===== config.mk =====
export PLATFORM = sky130hd
export DESIGN_NAME = clock_div_prog
export DESIGN_NICKNAME = d
export VERILOG_FILES = /design/src/rtl/clock_div_prog.sv
export SDC_FILE = /design/constraint.sdc
export NUM_CORES = 1
export LEC_CHECK = 0
export ABC_AREA = 1
export CORE_UTILIZATION = 25
export DETAILED_ROUTE_END_ITERATION = 8
export MAX_ROUTING_LAYER = met4
export PLACE_DENSITY_LB_ADDON = 0.1
export REMOVE_ABC_BUFFERS = 1
export SLEW_MARGIN = 20
export SYNTH_ARGS = -nofsm -noshare
export SYNTH_HDL_FRONTEND = slang
export SYNTH_SLANG_ARGS = --single-unit

===== constraint.sdc =====
create_clock -name clk_in -period 14.2 [get_ports clk_in]
set_input_delay 1.42 -clock clk_in [delete_from_list [all_inputs] [get_ports clk_in]]
set_output_delay 1.42 -clock clk_in [all_outputs]
set_load 0.01 [all_outputs]

===== src/rtl/clock_div_prog.sv =====
// Multi-channel programmable clock divider. Each channel runs a period/high-time
// counter and accepts new settings through a shared valid/ready port, applied at the next wrap.
module clock_div_prog #(
  parameter int CNT_W      = 27,
  parameter int NCH        = 2,
  parameter int CH_W       = 1,
  parameter int DEF_PERIOD = 100000000,
  parameter int DEF_HIGH   = 50000000
) (
  input  logic             clk_in,
  input  logic             reset,
  input  logic [NCH-1:0]   enable,
  input  logic             cfg_valid,
  output logic             cfg_ready,
  input  logic [CH_W-1:0]  cfg_ch,
  input  logic [CNT_W-1:0] cfg_period,
  input  logic [CNT_W-1:0] cfg_high,
  output logic [NCH-1:0]   clk_out,
  output logic [NCH-1:0]   tick
);

  localparam logic [CNT_W-1:0] DEF_P = CNT_W'((DEF_PERIOD < 2) ? 2 : DEF_PERIOD);
  localparam logic [CNT_W-1:0] DEF_H = CNT_W'(DEF_HIGH);

  // A period below 2 would leave no room for a wrap, so it is raised to 2.
  function automatic logic [CNT_W-1:0] coerce_period(input logic [CNT_W-1:0] p);
    return (p < CNT_W'(2)) ? CNT_W'(2) : p;
  endfunction

  logic [CNT_W-1:0] cnt      [NCH];
  logic [CNT_W-1:0] prd      [NCH];
  logic [CNT_W-1:0] hi       [NCH];
  logic [CNT_W-1:0] shadow_p [NCH];
  logic [CNT_W-1:0] shadow_h [NCH];
  logic [NCH-1:0]   pending;
  logic [NCH-1:0]   running;
  logic [NCH-1:0]   hit;

  // Out-of-range channel indices are always ready and never hit a channel.
  always_comb begin
    cfg_ready = 1'b1;
    hit       = '0;
    for (int i = 0; i < NCH; i++) begin
      if (int'(cfg_ch) == i) begin
        cfg_ready = ~pending[i];
        hit[i]    = cfg_valid & ~pending[i];
      end
    end
  end

  always_ff @(posedge clk_in or posedge reset) begin
    if (reset) begin
      for (int i = 0; i < NCH; i++) begin
        cnt[i]      <= '0;
        prd[i]      <= DEF_P;
        hi[i]       <= DEF_H;
        shadow_p[i] <= DEF_P;
        shadow_h[i] <= DEF_H;
      end
      pending <= '0;
      running <= '0;
      clk_out <= '0;
      tick    <= '0;
    end else begin
      for (int i = 0; i < NCH; i++) begin
        if (!enable[i]) begin
          running[i] <= 1'b0;
          cnt[i]     <= '0;
          clk_out[i] <= 1'b0;
          tick[i]    <= 1'b0;
          if (pending[i]) begin
            prd[i]     <= coerce_period(shadow_p[i]);
            hi[i]      <= shadow_h[i];
            pending[i] <= 1'b0;
          end
        end else if (!running[i]) begin
          // first enabled edge restarts the period at count 0
          running[i] <= 1'b1;
          cnt[i]     <= '0;
          tick[i]    <= 1'b1;
          clk_out[i] <= (hi[i] != '0);
        end else if (cnt[i] >= prd[i] - 1'b1) begin
          cnt[i]  <= '0;
          tick[i] <= 1'b1;
          if (pending[i]) begin
            prd[i]     <= coerce_period(shadow_p[i]);
            hi[i]      <= shadow_h[i];
            pending[i] <= 1'b0;
            clk_out[i] <= (shadow_h[i] != '0);
          end else begin
            clk_out[i] <= (hi[i] != '0);
          end
        end else begin
          cnt[i]     <= cnt[i] + 1'b1;
          tick[i]    <= 1'b0;
          clk_out[i] <= ((cnt[i] + 1'b1) < hi[i]);
        end
        // a hit only happens when pending is clear, so it never races an apply
        if (hit[i]) begin
          shadow_p[i] <= cfg_period;
          shadow_h[i] <= cfg_high;
          pending[i]  <= 1'b1;
        end
      end
    end
  end

endmodule


# After elaboration in Yosys (flattened, before gate mapping)
# Cells that the tools add are included.
# word_totals
ff_bits	278
# op_classes
n_reduce_logical	8
n_mux	51
n_addsub	4
bitwise	4
n_lt_le_gt_ge	6
eq_ne	8
# op_table
op	count
two-way mux 27 bit	24
nonzero test 27 bit	4
adder 27 x 1 -> 27 bit (second input constant)	2
>= comparator 27 bit	2
< comparator 27 x 2 -> 1 bit (second input constant)	2
< comparator 27 bit	2
subtractor 27 x 1 -> 27 bit (second input constant)	2
two-way mux 1 bit	27
inequality test 3 x 1 -> 1 bit (second input constant)	4
inequality test 2 x 1 -> 1 bit (second input constant)	4
AND reduction 2 bit	4
AND 1 bit	2
NOT 1 bit	2

# Longest topological paths before layout
# Gate-level depths: netlist of run 1.
# logic_depth
ltp_word	6
depth_mapped	24
mapped_depth_nobuf	23

# Worst setup path before layout of run 1
# No wires, ideal clock.
# synth_path
path_kind	input port to output port
start	in cfg_ch
end	out cfg_ready
path_slack_ns	11.088
stages	1
t_required_ns	12.780
arrival_ns	1.692
cell_sequence	o21ai_0
# synth_between
elab_chain_cells	1
# synth_rtl
element	line_no	text
start, declared	15	input logic [CH_W-1:0] cfg_ch,
two-way mux 1 bit	44	if (int'(cfg_ch) == i) begin
end, declared	14	output logic cfg_ready,
# Every way passes these cells.

# Final worst setup path of run 1
# layout_path
start	reg prd[27] in the netlist's numbering
end	reg hi[46] in the netlist's numbering
# layout_between
elab_chain_cells	4
# layout_rtl
element	line_no	text
start, declared	31	logic [CNT_W-1:0] prd [NCH];
start signal, assigned by index	72	prd[i] <= coerce_period(shadow_p[i]);
start signal, assigned by index	86	prd[i] <= coerce_period(shadow_p[i]);
subtractor 27 x 1 -> 27 bit	82	end else if (cnt[i] >= prd[i] - 1'b1) begin
>= comparator 27 bit	82	
inequality test 2 x 1 -> 1 bit (no line)	-	
AND reduction 2 bit (no line)	-	
end signal, assigned by index	73	hi[i] <= shadow_h[i];
end signal, assigned by index	87	hi[i] <= shadow_h[i];
end, declared	32	logic [CNT_W-1:0] hi [NCH];
# Every way passes these cells.
# A chain may end at the register's enable or synchronous reset.

==> results.json, run 1 <==
{
  "fillers": 6947,
  "layout.cells.non_filler": 2972,
  "cellLeakagePower_nw": 9.30,
  "area_delta_synth_final_pct": 17.0,
  "synth_cells": 2047,
  "seq_area_frac_synth": 0.436,
  "detail_route.first_pass.iterations": 7,
  "master_cell_of_the_clock_root_buffer": "sky130_fd_sc_hd__clkbuf_16",
  "floorplan.die_area_um2": 66000,
  "cts.hold.buffers_added": 0,
  "placement.setup.worst_slack_ns": 9.33,
  "final_core_utilization": 0.295,
  "post_syn_area_per_cell_um2": 7.94,
  "htree_levels": 2,
  "top_achievable_clock_speed_mhz": 213,
  "min_period_over_period": 0.330,
  "synth_flop_cell": "sky130_fd_sc_hd__dfrtp_1",
  "worst_ep_arrival_time_ns": 5.18,
  "crit_path_max_incr_delay_ns": 0.76,
  "postSynthRegisterBits": 278,
  "required_ns": 14.69,
  "fin_setup_tns_ns": 0,
  "power_density_nw_per_um2": 147,
  "critical_path.most_common_cell": "sky130_fd_sc_hd__nand2_1",
  "worst_pin_slew_ns": 0.923,
  "critPathSlowestCell": "sky130_fd_sc_hd__nand3_2",
  "worstSetupStartpointType": "flop",
  "cts_repair_resize_count": 0,
  "buffer_ports.inserted": 64,
  "cts_tree": "done",
  "overflow": 0,
  "ffs_w_async_s_r_synth": 1.00,
  "place_hpwl_mm": 36.1,
  "syn-cell-area_um2": 16200,
  "die_width_um": 257,
  "route.final.wire_length_mm": 48.2,
  "final.setup.worst_slack_ns": 9.51,
  "run_status": "finished, final reports clean",
  "max_slew_margin": 0.385,
  "route.detailed.drc": 0,
  "core_area_um2": 64300,
  "clock_insertion_delay_worst_skew_ns": 0.55,
  "synthTopCellsByArea": "sky130_fd_sc_hd__dfrtp_1 (28%), sky130_fd_sc_hd__dfstp_2 (16%), sky130_fd_sc_hd__nand2_1 (13%)",
  "worst_path_dominant_cell_family": "simple AND/OR/NAND/NOR gates",
  "synth_most_common_cell": "sky130_fd_sc_hd__nand2_1",
  "finalSetupViolCount": 0,
  "detailedRoute.firstIterationViolations": 677,
  "grt_setup_unrepaired": "no",
  "path_max_fanout": 55,
  "grt_pass1_vias": 13300,
  "hold_vio_cnt_final": 0,
  "groute.usage.overall": 0.154,
  "postLayoutCellArea_um2": 19000,
  "clock_sink_count": 278,
  "post-synth-top-area-cell": "sky130_fd_sc_hd__dfrtp_1",
  "initial_utilization": 0.253,
  "fin_skew_ns": 0.0221,
  "critical_path_start_end_classification": "reg -> reg",
  "maxCapViolations": 0,
  "min_path_cells": 2,
  "report.final.slew_viol_count": 0,
  "post-cts-setup-buffers": 0,
  "vdd_drop_max_v": 0.0000774,
  "design.portCount": 65,
  "cts.reportedPaths.clkPinSlew_ns": 0.05,
  "antenna_left": 0,
  "crit_buf_inv": 3,
  "maximum_number_of_pins_on_one_net_before_global_route_repair": 146,
  "clock_path_buffers": 3,
  "timing.critical_path.cells": "inv_1 -> ha_1 -> inv_1 -> nor4_1 -> nand3_1 -> xor2_1 -> ha_1 -> nand2_1 -> a21oi_1 -> nor2_1 -> nand2_1 -> a21oi_2 -> nand4_4 -> nand3_2 -> buf_4 -> nand2_1 -> nand2_1",
  "place_area_um2": 17700,
  "gp_congestion": 0.833,
  "drive_gt1_frac": 0.0987,
  "nNetsFinal": 2260,
  "dpl.cell_count": 2904,
  "cts_inserted_buffers": 37,
  "routed_via_density": 4.44,
  "rr_worst_depth": 17,
  "synth-edff-count": 0,
  "holdCritPathClass": "reg -> reg",
  "post_synth_num_cell_types": 43,
  "initial_antenna_violation_count": 1,
  "first_pass_grt_wire_length_mm": 77.3,
  "synthTopCellsByCount": "sky130_fd_sc_hd__nand2_1 (549), sky130_fd_sc_hd__inv_1 (269), sky130_fd_sc_hd__nor2_1 (201), sky130_fd_sc_hd__dfrtp_1 (182), sky130_fd_sc_hd__nand4_1 (147)",
  "floorplan.die.height_um": 257,
  "final_period_minus_worst_setup_slack_ns": 4.69,
  "crit_path_cell_count": 17,
  "timing.critical_path.to_type": "flop",
  "detail_route.wl_per_cell_um": 16.2,
  "floorplan.rows": 93,
  "yosys_warnings": 0,
  "antenna_cells_inserted": 0,
  "vias": 13200,
  "synth.top_cell.area_share": 0.280
}
[tightest hold or removal path, delay by kind of cell, from the launching register on]
| family | cells | cell delay [ns] |
|---|---|---|
| flops | 1 | 0.37 |
| simple gates | 2 | 0.09 |
[cells by family after synthesis]
logic type      Yosys count  share of synthesized area
fa+ha+maj               110                     0.0847
xor+xnor                 88                     0.0479
simple gates           1050                      0.291
buf+inv                 340                     0.0832
flops                   278                      0.436
compound gates          181                     0.0580
[power by group]
part	leakage [nW]	total, W	switching [W]	internal, W
clock	0.597	0.000945	0.000364	0.000581
sequential	3.37	0.00115	0.000152	0.00100
combinational	5.33	0.000692	0.000434	0.000259
total	9.30	0.00279	0.000950	0.00184
[sequential cells by signal (all words and copies together), names as in the netlist]
register / count
prd: 54
cnt: 54
tick: 2
shadow_h: 54
shadow_p: 54
running: 2
hi: 54
clk_out: 2
pending: 2
[metal layers]
layer | vias to the layer above | global-route usage | routed length (um)
met3 | 52 | 0.0206 | 1230
li1 | 6726 | - | -
met5 | - | - | 0
met1 | 6283 | 0.198 | 22600
met2 | 143 | 0.255 | 23500
met4 | 0 | 0.0370 | 872
[layout by cell type (no fill, tap or decap), types with 25 or more instances in the layout]
master / instances
sky130_fd_sc_hd__nand3_1: 55
sky130_fd_sc_hd__nor2_1: 201
sky130_fd_sc_hd__nand4_1: 147
sky130_fd_sc_hd__ha_1: 110
sky130_fd_sc_hd__dfrtp_1: 180
sky130_fd_sc_hd__xor2_1: 59
sky130_fd_sc_hd__nand2_1: 546
sky130_fd_sc_hd__o21ai_0: 120
sky130_fd_sc_hd__dfstp_2: 96
sky130_fd_sc_hd__nor3_1: 25
sky130_fd_sc_hd__inv_1: 268
sky130_fd_sc_hd__xnor2_1: 28
sky130_fd_sc_hd__clkdlybuf4s50_1: 64
sky130_fd_sc_hd__a21oi_1: 48
sky130_fd_sc_hd__clkbuf_16: 38
[final cells by class]
cell class	instances	area, um^2	area share
tap	855	1070	0.0563
clock inverter	6	93.8	0.00494
inverter	271	1020	0.0539
multi-input combinational	1429	7850	0.413
sequential	278	7080	0.372
clock buffer	60	1130	0.0596
timing repair buffer	73	761	0.0400
[metrics by stage]
stage,hold slack (ns),total power (W)
2_1_floorplan,0.442,0.00163
3_3_place_gp,0.451,0.00186
3_5_place_dp,0.454,0.00187
4_1_cts,0.463,0.00285
5_1_grt,0.475,0.00301
6_report,0.460,0.00279
[final timing paths]
| check | start | end | slack [ns] |
|---|---|---|---|
| setup / recovery | prd[27]$_DFFE_PP0P_ | hi[46]$_DFFE_PP1P_ | 9.51 |
| hold / removal | hi[34]$_DFFE_PP1P_ | hi[34]$_DFFE_PP1P_ | 0.46 |
| setup reg to reg | prd[27]$_DFFE_PP0P_ | hi[46]$_DFFE_PP1P_ | 9.51 |
| hold reg to reg | hi[34]$_DFFE_PP1P_ | hi[34]$_DFFE_PP1P_ | 0.46 |
| max in group asynchronous | reset | prd[52]$_DFFE_PP0P_ | 11.79 |
| min in group asynchronous | reset | hi[45]$_DFFE_PP0P_ | 1.25 |
No activity file was read; power rests on OpenSTA's default activity.
==> run 2, diff against run 1 <==
Clock period 14.2 ns to 4.61 ns, I/O delays scaled along.
==> results.json, run 2 (synthesis results as in run 1) <==
{
  "master_cell_of_the_clock_root_buffer": "sky130_fd_sc_hd__clkbuf_16",
  "worst_pin_slew_ns": 0.829,
  "maximum_number_of_pins_on_one_net_before_global_route_repair": 97,
  "p_sw_frac": 0.346,
  "maxCapViolations": 0,
  "total_power_w": 0.00852,
  "final_common_cell": "sky130_fd_sc_hd__nand2_1",
  "final_core_utilization": 0.295,
  "grt_setup_unrepaired": "no",
  "grt_pass1_vias": 13200,
  "top_achievable_clock_speed_mhz": 248,
  "timing.critical_path.to_type": "flop",
  "critPathSlowestCell": "sky130_fd_sc_hd__nand3_4",
  "power_density_nw_per_um2": 450,
  "place_hpwl_mm": 37.3,
  "worstSetupStartpointType": "flop",
  "finalSetupViolCount": 0,
  "cellLeakagePower_nw": 9.30,
  "first_pass_grt_wire_length_mm": 77.5,
  "routed_via_density": 4.44,
  "hold_vio_cnt_final": 0,
  "vias": 13200,
  "route.detailed.drc": 0,
  "detail_route.first_pass.iterations": 5,
  "critical_path.most_common_cell": "sky130_fd_sc_hd__nand2_1",
  "initial_utilization": 0.253,
  "floorplan.die.height_um": 257,
  "design.portCount": 65,
  "run_status": "finished, final reports clean",
  "route.final.wire_length_mm": 49.1,
  "htree_levels": 2,
  "buffer_ports.inserted": 64,
  "mostFrequentLayoutCells": "sky130_fd_sc_hd__nand2_1 (546), sky130_fd_sc_hd__inv_1 (268), sky130_fd_sc_hd__nor2_1 (201), sky130_fd_sc_hd__dfrtp_1 (180), sky130_fd_sc_hd__nand4_1 (147)",
  "holdCritPathClass": "in -> async",
  "clock_sink_count": 278,
  "timing.critical_path.cells": "inv_1 -> ha_1 -> nand2_1 -> nor2_2 -> nand4_1 -> nor2_2 -> nand2_1 -> nor2_1 -> xnor2_1 -> ha_1 -> nand2_1 -> nor2_1 -> nand2_1 -> nor2_1 -> nand2_1 -> nand2_1 -> nor2_4 -> nand3_4 -> nand3_4 -> nand2_1 -> nand2_1",
  "initial_antenna_violation_count": 1,
  "detailedRoute.firstIterationViolations": 765,
  "groute.usage.overall": 0.155,
  "clock_insertion_delay_worst_skew_ns": 0.54,
  "required_ns": 5.03,
  "max_slew_margin": 0.447,
  "antenna_cells_inserted": 0,
  "path_max_fanout": 54,
  "overflow": 0,
  "detail_route.wl_per_cell_um": 16.5,
  "cts_inserted_buffers": 36,
  "floorplan.rows": 93,
  "area_delta_synth_final_pct": 16.7,
  "cts.hold.buffers_added": 0,
  "critical_path_start_end_classification": "reg -> reg",
  "vdd_drop_max_v": 0.000249,
  "die_width_um": 257,
  "power.net_switching_w": 0.00295,
  "min_period_over_period": 0.876,
  "antenna_left": 0,
  "drive_gt1_frac": 0.103,
  "final_period_minus_worst_setup_slack_ns": 4.04,
  "crit_path_max_incr_delay_ns": 0.60,
  "report.final.slew_viol_count": 0,
  "clock_path_buffers": 3,
  "worst_ep_arrival_time_ns": 4.45,
  "cts.reportedPaths.clkPinSlew_ns": 0.06,
  "sequentialPowerShare": 0.418,
  "core_area_um2": 64300,
  "cell_int_power_w": 0.00557,
  "floorplan.die_area_um2": 66000,
  "rr_worst_depth": 21,
  "nNetsFinal": 2265,
  "fin_skew_ns": 0.0123,
  "cts_repair_resize_count": 0,
  "cts_tree": "done",
  "post-cts-setup-buffers": 0,
  "power_frac_clock": 0.330,
  "gp_congestion": 0.848,
  "pwr-share-comb": 0.252
}
-- run 2: layout make-up --
cell class	instances	area, um^2
Inverter	271	1020
Sequential cell	278	7080
Tap cell	855	1070
Multi-Input combinational cell	1429	7850
Fill cell	6936	45400
Clock buffer	51	1050
Timing Repair Buffer	79	766
Clock inverter	13	119
-- run 2: final timing paths --
check / startpoint / endpoint / slack (ns)
setup / recovery: prd[0]$_DFFE_PP0P_ / hi[11]$_DFFE_PP0P_ / 0.57
hold / removal: reset / hi[51]$_DFFE_PP0P_ / 0.43
setup reg to reg: prd[0]$_DFFE_PP0P_ / hi[11]$_DFFE_PP0P_ / 0.57
hold reg to reg: hi[7]$_DFFE_PP1P_ / hi[7]$_DFFE_PP1P_ / 0.46
max in group asynchronous: reset / shadow_p[45]$_DFFE_PP1P_ / 3.13
min in group clk_in: hi[7]$_DFFE_PP1P_ / hi[7]$_DFFE_PP1P_ / 0.46
-- run 2: per-stage QoR --
stage          cells  TNS (ns)  hold slack, ns  cell area (um^2)  setup slack, ns
6_report        2976         0           0.427             19000            0.573
2_1_floorplan   1978   -728.10           0.442             15900            -3.36
5_1_grt         2976         0           0.480             19000           0.0778
4_1_cts         2976         0           0.444             19000            0.548
3_3_place_gp    2912         0           0.450             17800            0.633
3_5_place_dp    2912         0           0.456             17800            0.575
-- run 2: routing by layer --
metal / GRT usage / part of all wire
met5: - / 0
met4: 0.0380 / 0.020
met2: 0.249 / 0.47
met3: 0.0219 / 0.027
met1: 0.205 / 0.48
-- run 2: power groups by stage --
| stage | sequential (W) | clock, W | combinational [W] |
|---|---|---|---|
| CTS | 0.00358 | 0.00292 | 0.00219 |
| global placement | 0.00361 | 0 | 0.00215 |
| global route | 0.00364 | 0.00301 | 0.00252 |
| detailed placement | 0.00361 | 0 | 0.00218 |
| floorplan | 0.00344 | 0 | 0.00159 |
| finish | 0.00356 | 0.00281 | 0.00215 |
-- run 2: critical path, delay by kind of cell (launching register included) --
kind                     cells  cell delay [ns]
flip-flops                   1             0.40
adder cells (fa/ha/maj)      2             0.48
AND/OR/NAND/NOR             17             2.84
XOR/XNOR                     1             0.09
buffers and inverters        1             0.11
==> run 3, diff against run 2 <==
Settings changed: CTS_BUF_LIST set to sky130_fd_sc_hd__clkbuf_4.
==> results.json, run 3 (synthesis results as in run 1) <==
{
  "run_status": "finished, final reports clean",
  "drive_gt1_frac": 0.132,
  "overflow": 0,
  "post-cts-setup-buffers": 0,
  "route.detailed.drc": 0,
  "finalSetupViolCount": 0,
  "clock_path_buffers": 3,
  "grt_pass1_vias": 13700,
  "detail_route.wl_per_cell_um": 16.2,
  "timing.rr.start": "prd[0]$_DFFE_PP0P_",
  "max_slew_margin": 0.450,
  "floorplan.die.height_um": 257,
  "vias": 13600,
  "initial_antenna_violation_count": 3,
  "path_max_fanout": 54,
  "total_power_w": 0.00824,
  "worstSetupStartpointType": "flop",
  "worst_ep_arrival_time_ns": 4.71,
  "nNetsFinal": 2313,
  "report.final.slew_viol_count": 0,
  "master_cell_of_the_clock_root_buffer": "sky130_fd_sc_hd__clkbuf_4",
  "worst_pin_slew_ns": 0.824,
  "vdd_drop_max_v": 0.000140,
  "crit_start": "prd[0]$_DFFE_PP0P_",
  "core_area_um2": 64300,
  "cts_repair_resize_count": 0,
  "power_density_nw_per_um2": 436,
  "grt_setup_unrepaired": "no",
  "gp_congestion": 0.848,
  "r2r_slack_ns": 0.56,
  "route.final.wire_length_mm": 49.8,
  "cts_tree": "done",
  "fin_skew_ns": 0.0480,
  "postLayoutCellArea_um2": 18900,
  "clock_insertion_delay_worst_skew_ns": 0.82,
  "top_achievable_clock_speed_mhz": 247,
  "htree_levels": 3,
  "final_period_minus_worst_setup_slack_ns": 4.05,
  "area_delta_synth_final_pct": 16.4,
  "rr_worst_depth": 21,
  "cellLeakagePower_nw": 9.38,
  "routed_via_density": 4.42,
  "hold_vio_cnt_final": 0,
  "place_hpwl_mm": 37.3,
  "clock_sink_count": 278,
  "critical_path_start_end_classification": "reg -> reg",
  "floorplan.die_area_um2": 66000,
  "detail_route.first_pass.iterations": 5,
  "min_period_over_period": 0.879,
  "groute.usage.overall": 0.158,
  "antenna_left": 0,
  "floorplan.rows": 93,
  "cts.hold.buffers_added": 0,
  "final_common_cell": "sky130_fd_sc_hd__nand2_1",
  "maximum_number_of_pins_on_one_net_before_global_route_repair": 97,
  "maxCapViolations": 0,
  "fin_setup_tns_ns": 0,
  "cts_inserted_buffers": 84,
  "place_area_um2": 17800,
  "initial_utilization": 0.253,
  "first_pass_grt_wire_length_mm": 78.5,
  "critical_path.reg2reg.endpoint": "prd[17]$_DFFE_PP0P_",
  "holdCritPathClass": "in -> async",
  "cts.reportedPaths.clkPinSlew_ns": 0.07,
  "die_width_um": 257,
  "buffer_ports.inserted": 64,
  "timing.critical_path.to_type": "flop",
  "required_ns": 5.27,
  "design.portCount": 65,
  "mostFrequentLayoutCells": "sky130_fd_sc_hd__nand2_1 (546), sky130_fd_sc_hd__inv_1 (268), sky130_fd_sc_hd__nor2_1 (201), sky130_fd_sc_hd__dfrtp_1 (180), sky130_fd_sc_hd__nand4_1 (147)",
  "detailedRoute.firstIterationViolations": 716
}
-- run 3: final cells by class --
class / count / area (um^2)
fill: 7010 / 45400
multi-input combinational: 1429 / 7850
sequential: 278 / 7080
tap: 855 / 1070
inverter: 271 / 1020
clock buffer: 125 / 938
timing repair buffer: 79 / 766
clock inverter: 31 / 173
antenna: 2 / 5.00
-- run 3: stage by stage --
step                      worst slack, ns  hold slack, ns  cells   util
after floorplan                     -3.36           0.442   1978      -
after detailed placement            0.575           0.456   2912  0.276
after CTS                           0.531          0.0963   3068  0.294
after global routing               0.0638           0.185   3070  0.294
after global placement              0.633           0.450   2912  0.276
final                               0.558           0.169   3070  0.294
-- run 3: worst max-delay path by stage --
stage	endpoint	slack [ns]	cells after the start
floorplan	clk_out[0]$_DFF_PP0_	-3.36	1
global placement	prd[1]$_DFFE_PP0P_	0.63	21
detailed placement	prd[2]$_DFFE_PP0P_	0.57	21
CTS	prd[17]$_DFFE_PP0P_	0.53	21
global route	prd[7]$_DFFE_PP0P_	0.06	21
finish	prd[17]$_DFFE_PP0P_	0.56	21
-- run 3: routing by layer --
metal  track usage  wire length (um)  vias to the layer above
li1              -                 -                     6901
met1         0.203             23400                     6365
met2         0.249             23300                      220
met3        0.0256              1830                       96
met4        0.0599              1300                        0
met5             -                 0                        -
-- run 3: report_power, final --
part / switching, W / internal (W) / total (W)
logic: 0.00135 / 0.000796 / 0.00215
registers: 0.000478 / 0.00308 / 0.00356
clock network: 0.00119 / 0.00135 / 0.00254
total: 0.00301 / 0.00523 / 0.00824
-- run 3: critical path, stage by stage (launching register included) --
cell,delay [ns]
sky130_fd_sc_hd__dfrtp_1,0.41
sky130_fd_sc_hd__inv_1,0.11
sky130_fd_sc_hd__ha_1,0.19
sky130_fd_sc_hd__nand2_1,0.13
sky130_fd_sc_hd__nor2_2,0.22
sky130_fd_sc_hd__nand4_1,0.14
sky130_fd_sc_hd__nor2_2,0.23
sky130_fd_sc_hd__nand2_1,0.13
sky130_fd_sc_hd__nor2_1,0.14
sky130_fd_sc_hd__xnor2_1,0.09
sky130_fd_sc_hd__ha_1,0.29
sky130_fd_sc_hd__nand2_1,0.08
sky130_fd_sc_hd__nor2_1,0.14
sky130_fd_sc_hd__nand2_1,0.09
sky130_fd_sc_hd__nor2_1,0.14
sky130_fd_sc_hd__nand2_1,0.07
sky130_fd_sc_hd__nand2_1,0.11
sky130_fd_sc_hd__nor2_4,0.06
sky130_fd_sc_hd__nand3_4,0.26
sky130_fd_sc_hd__nand3_4,0.60
sky130_fd_sc_hd__nand2_1,0.21
sky130_fd_sc_hd__nand2_1,0.08
